`src/rtl/dyn_delay_ctrl.sv`:
```
// dyn_delay_ctrl: sequences IDELAYE2 VAR_LOAD_PIPE loads per channel and keeps a shadow tap for each.
module dyn_delay_ctrl #(
  parameter int N_CH       = 4,
  parameter int TAP_W      = 5,
  parameter int SETTLE_CYC = 8,
  parameter int WRAP       = 0,
  parameter int CH_W       = 2
) (
  input  logic                   clk,
  input  logic                   rst_n,
  input  logic                   dly_rdy,
  input  logic                   cmd_valid,
  output logic                   cmd_ready,
  input  logic [1:0]             cmd_op,
  input  logic [CH_W-1:0]        cmd_ch,
  input  logic [TAP_W-1:0]       cmd_val,
  output logic                   done,
  output logic                   sat,
  output logic                   err,
  output logic                   busy,
  output logic [N_CH*TAP_W-1:0]  tap_cur,
  output logic [N_CH*TAP_W-1:0]  idl_cntvalue,
  output logic [N_CH-1:0]        idl_ldpipeen,
  output logic [N_CH-1:0]        idl_ld
);
  localparam int CNT_W = $clog2(SETTLE_CYC + 1);
  localparam int IDX_W = N_CH > 1 ? $clog2(N_CH) : 1;
  typedef enum logic [2:0] {S_WAIT, S_IDLE, S_PIPE, S_LOAD, S_SETTLE, S_DONE} state_t;
  state_t state_q;
  logic [N_CH-1:0][TAP_W-1:0] tap_q, cnt_q;
  logic [N_CH-1:0] lpe_q, ld_q;
  logic [IDX_W-1:0] ch_q, ch_d;
  logic [TAP_W-1:0] new_tap_q, new_tap_d;
  logic [CNT_W-1:0] settle_q;
  logic [TAP_W:0] sum_d, dif_d;
  logic all_q, sat_d, satr_q, rdy_q, done_q, sat_q, err_q, busy_q, bad_ch, accept;
  always_comb begin
    ch_d      = IDX_W'(cmd_ch);
    sum_d     = {1'b0, tap_q[ch_d]} + {1'b0, cmd_val};
    dif_d     = {1'b0, tap_q[ch_d]} - {1'b0, cmd_val};
    new_tap_d = cmd_op == 2'b01 ? (sum_d[TAP_W] && WRAP == 0 ? '1 : sum_d[TAP_W-1:0]) :
                cmd_op == 2'b10 ? (dif_d[TAP_W] && WRAP == 0 ? '0 : dif_d[TAP_W-1:0]) : cmd_val;
    sat_d     = (cmd_op == 2'b01 && sum_d[TAP_W]) || (cmd_op == 2'b10 && dif_d[TAP_W]);
    bad_ch    = cmd_op != 2'b11 && 32'(cmd_ch) >= N_CH;
    accept    = cmd_valid && rdy_q;
  end
  // Status outputs are registered from the current state, so they trail it by one cycle.
  always_ff @(posedge clk) begin
    if (!rst_n) begin
      state_q   <= S_WAIT;
      tap_q     <= '0;
      cnt_q     <= '0;
      lpe_q     <= '0;
      ld_q      <= '0;
      ch_q      <= '0;
      new_tap_q <= '0;
      settle_q  <= '0;
      all_q     <= 1'b0;
      satr_q    <= 1'b0;
      rdy_q     <= 1'b0;
      done_q    <= 1'b0;
      sat_q     <= 1'b0;
      err_q     <= 1'b0;
      busy_q    <= 1'b0;
    end else begin
      lpe_q  <= '0;
      ld_q   <= '0;
      done_q <= state_q == S_DONE;
      sat_q  <= state_q == S_DONE && satr_q;
      busy_q <= !(state_q inside {S_IDLE, S_WAIT});
      rdy_q  <= state_q == S_IDLE && dly_rdy && !accept;
      case (state_q)
        S_WAIT: if (dly_rdy) state_q <= S_IDLE;
        S_IDLE:
          if (accept) begin
            all_q     <= cmd_op == 2'b11;
            ch_q      <= cmd_op == 2'b11 ? '0 : ch_d;
            new_tap_q <= new_tap_d;
            satr_q    <= sat_d && !bad_ch;
            err_q     <= err_q && bad_ch;
            state_q   <= bad_ch ? S_DONE : S_PIPE;
          end else if (!dly_rdy) state_q <= S_WAIT;
        S_PIPE:
          if (!dly_rdy) begin
            err_q   <= 1'b1;
            state_q <= S_WAIT;
          end else begin
            cnt_q[ch_q] <= new_tap_q;
            lpe_q[ch_q] <= 1'b1;
            state_q     <= S_LOAD;
          end
        S_LOAD:
          if (!dly_rdy) begin
            err_q   <= 1'b1;
            state_q <= S_WAIT;
          end else begin
            ld_q[ch_q]  <= 1'b1;
            tap_q[ch_q] <= new_tap_q;
            if (all_q && ch_q != IDX_W'(N_CH - 1)) begin
              ch_q    <= ch_q + IDX_W'(1);
              state_q <= S_PIPE;
            end else begin
              settle_q <= '0;
              state_q  <= S_SETTLE;
            end
          end
        S_SETTLE:
          if (!dly_rdy) begin
            err_q   <= 1'b1;
            state_q <= S_WAIT;
          end else if (settle_q == CNT_W'(SETTLE_CYC - 1)) state_q <= S_DONE;
          else settle_q <= settle_q + CNT_W'(1);
        S_DONE: state_q <= S_IDLE;
        default: state_q <= S_WAIT;
      endcase
    end
  end
  assign cmd_ready    = rdy_q;
  assign done         = done_q;
  assign sat          = sat_q;
  assign err          = err_q;
  assign busy         = busy_q;
  assign tap_cur      = tap_q;
  assign idl_cntvalue = cnt_q;
  assign idl_ldpipeen = lpe_q;
  assign idl_ld       = ld_q;
endmodule

```
`config.mk`:
```
export PLATFORM = sky130hd
export DESIGN_NAME = dyn_delay_ctrl
export DESIGN_NICKNAME = d
export VERILOG_FILES = /design/src/rtl/dyn_delay_ctrl.sv
export SDC_FILE = /design/constraint.sdc
export NUM_CORES = 1
export LEC_CHECK = 0
export ABC_AREA = 1
export CORE_MARGIN = 4
export CORE_UTILIZATION = 35
export CTS_CLUSTER_SIZE = 12
export DETAILED_ROUTE_END_ITERATION = 7
export MAX_ROUTING_LAYER = met4
export SETUP_SLACK_MARGIN = 0.4
export SLEW_MARGIN = 20
export SYNTH_ARGS = -nofsm -noshare
export SYNTH_HDL_FRONTEND = slang
export SYNTH_SLANG_ARGS = --single-unit
```
`constraint.sdc`:
```
create_clock -name clk -period 2.7 [get_ports clk]
set_clock_uncertainty 0.05 [all_clocks]
set_input_delay 0.54 -clock clk [delete_from_list [all_inputs] [get_ports clk]]
set_output_delay 0.54 -clock clk [all_outputs]
set_load 0.005 [all_outputs]
```
==> metrics.md <==
| Metric | Value |
|---|---|
| Die height | `104.9 um` |
| Critical path, cell by cell | `buf_2, buf_6, nand2_1, a32oi_2, inv_1, ha_4, fa_2, inv_1, nand2_1, nand2_1, nand3_1, nand2_1, nand3_1, nand2_1, nand3_1, a21oi_1` |
| Number of synthesized flops with an enable pin | `0` |
| Hold Crit Start | `satr_q` |
| Switching Power | `563.9 uW` |
| Die area | `0.01101 mm^2` |
| Filler cell count | `906` |
| Area of the multi-input gates | `0.001709 mm^2` |
| Post-route minimum period | `2132 ps` |
| Final WS setup | `567.9 ps` |
| Final setup vio count | `0` |
| Layout cell share with drive strength beyond 1 | `0.1356` |
| Reg2Reg Depth | `14` |
| Synth Register Bits | `69` |
| LEAKAGE | `2.004 nW` |
| Post-Syn Area per Cell | `7.087 um^2` |
| Wire length of the first global-routing pass | `14660 um` |
| TritonCTS buffer count | `9` |
| Number of global-route vias before repair | `3019` |
| Status | `complete, no violations` |
| Area Growth Syn to Fin | `36.03%` |
| Cells after Synth | `464` |
| Largest area contributor in the netlist | `dfxtp_1` |
| Final core occ | `0.4864` |
| Cell repeated most along the worst path | `nand2_1` |
| Core Box Area | `0.009196 mm^2` |
| Clock Tree Root | `clkbuf_8` |
| Area contributors post-synth | `dfxtp_1, nor2_1, o21ai_0` |
| Comb power frac | `0.109` |
| Wire per inst | `13.27 um` |
| CTS tree | `done` |
| I/O pins | `66` |
| Slew @ Worst Pin | `493.1 ps` |
| Largest net degree at the start of global routing | `47` |
| Dpl cell area | `0.004159 mm^2` |
| Later-pin clock latency in the skew report | `340 ps` |
| Final GP Congestion | `0.8809` |
| Nets@finish | `579` |
| R2r endpoint | `new_tap_q[4]` |
| Ant. Diodes | `0` |
| H-tree depth | `3` |
| Part of the Yosys area used for sequential elements | `0.4201` |
| Critical Path Slowest Stage Cell | `fa_2` |
| Maximum VDD drop | `0.2406 mV` |
| Reg2reg start | `tap_cur[5]` |
| CP peak stage delay | `350 ps` |
| Hold_buf cts | `0` |
| Syn_nets | `495` |
| Clock share of power | `0.427` |
| Hold Path End | `sat` |
| Fin area | `0.004473 mm^2` |
| Hold Violations, Final | `0` |
| Dpl hpwl | `6537 um` |
| Vias | `3182` |
| Post-Syn Area | `0.003288 mm^2` |
| Most frequent cell after synthesis | `nor2_1` |
| GRT Util Overall | `0.1690` |
| Post-route ant nets | `0` |
| Fmax achieved | `469.0 MHz` |
| CTS clk-pin slew, worst paths | `80 ps` |
| RSZ-0062 raised after global routing | `false` |
| Initial antenna violation count | `0` |
| Pwr/cell area | `495.5 mW/mm^2` |
| Vias per inst | `4.792` |
| Worst setup path startpoint | `cmd_ch[0]` |
| Routed WL | `8813 um` |
| WP data required | `2930 ps` |
| Worst Hold Class | `reg -> reg` |
| R2R Setup Slk | `620 ps` |
| Initial core utilization | `0.3576` |
| Max Slew Vio Count | `0` |
| Clock Tree Buf Depth | `2` |
| Power consumption | `2.216 mW` |
| Synth unique cells | `30` |
| Top cell type's share of synthesized area | `0.4201` |
| Fraction of registers with async set or reset after synthesis | `0` |
| Max cap viols | `0` |
| Synth warn | `0` |
| Die width | `104.9 um` |
| Fin crit share | `0.7897` |
| Worst EP arrival | `2360 ps` |
| Place WS | `-280.0 ps` |
| Worst slew margin | `0.6708` |
| CP Class | `in -> reg` |
| Rows | `35` |
| Sw Share | `0.2544` |
| Worst-path maximum fanout | `7` |
| Main synth FF type | `dfxtp_1` |
| CP startpoint kind | `input pin` |
| First-pass DRT Iterations | `4` |
| Seq pwr share | `0.464` |
| I/O Buffers | `65` |
| Num Clock Sinks | `69` |
| P_int | `1.652 mW` |
| Gr ovfl total | `0` |
| 1st-iter DRT viols | `169` |
| Nature of the critical path endpoint | `flop` |
| DRC viols | `0` |
| Storage cell area | `0.001381 mm^2` |
| Synth cell count leaders | `nor2_1, dfxtp_1, nand2_1, o21ai_0, inv_1` |
| Worst Hold Depth | `2` |
sequential cells by signal (all words and copies together), names as in the netlist, 2 cells and up:
name,flops
idl_ldpipeen,4
idl_ld,4
settle_q,4
ch_q,2
state_q,3
new_tap_q,5
idl_cntvalue,20
tap_cur,20
logic make-up (layout without fill, tap and decap cells):
kind of cell | count (synthesis) | after routing | synth area share
compound gates | 93 | 93 | 0.1488
flops | 69 | 69 | 0.4201
fa+ha+maj | 18 | 18 | 0.07306
simple gates | 214 | 214 | 0.2747
buf+inv | 68 | 157 | 0.07800
xor+xnor | 2 | 2 | 0.005328
power groups by stage:
stage | logic (mW) | registers (mW) | clock network, mW
finish | 0.242 | 1.03 | 0.947
detailed placement | 0.225 | 1.05 | 0
floorplan | 0.138 | 1.05 | 0
CTS | 0.234 | 1.03 | 0.960
global placement | 0.223 | 1.05 | 0
global route | 0.271 | 1.03 | 1.01
layout by cell type, fill, tap and decap left out, drive strengths merged:
cell / n
nor2: 122
dfxtp: 69
nand2: 63
o21ai: 63
clkdlybuf4s50: 62
inv: 55
nand3: 23
buf: 23
a21oi: 22
ha: 16
clkbuf: 10
nand4: 4
o22ai: 3
clkinv: 3
a32oi: 2
fa: 2
bufinv: 2
a211oi: 1
or2: 1
o221ai: 1
nor3: 1
o211ai: 1
xor2: 1
xnor2: 1
clkinvlp: 1
dlymetal6s2s: 1
worst max path at each step:
stage	cells past startpoint	endpoint	slack [ps]
6_report	16	new_tap_q[4]	570
4_1_cts	13	new_tap_q[0]	460
2_1_floorplan	16	new_tap_q[4]	420
3_3_place_gp	12	new_tap_q[3]	-180
3_5_place_dp	17	new_tap_q[4]	-280
5_1_grt	16	new_tap_q[4]	400
through the flow:
step           hold WS, ps  instances  TNS [ps]
2_1_floorplan        374.2        464         0
3_3_place_gp         409.7        643    -986.5
3_5_place_dp         408.5        643     -1495
4_1_cts              410.2        660         0
5_1_grt              427.6        664         0
6_report             414.2        664         0
critical path: cells and delay by family:
family | cells | cell delay (ps)
AOI/OAI and AO/OA | 2 | 350
adders and majority gates | 2 | 530
buffers and inverters | 4 | 430
and+or+nand+nor | 8 | 510
metal layers:
metal  vias to the layer above  track usage  routed length (um)
li1                       1653            -                   -
met1                      1424       0.2171                4138
met2                        91       0.2644                4045
met3                        14      0.03274                 472
met4                         0      0.06279                 157
met5                         -            -                   0
final cells by class:
class                           count  area share
Multi-Input combinational cell    327      0.3821
Sequential cell                    69      0.3088
Timing Repair Buffer               87      0.1824
Inverter                           54     0.04587
Tap cell                          111     0.03105
Clock buffer                        9     0.02769
Clock inverter                      7     0.02210
what timing repair did:
item,in CTS,in global routing
gates cloned,0,0
setup buffers,1,4
resized for setup,16,10
setup endpoints to repair,6,6
pin swaps,5,4
hold endpoints to repair,0,0
Power figures use the tool's default switching activity.
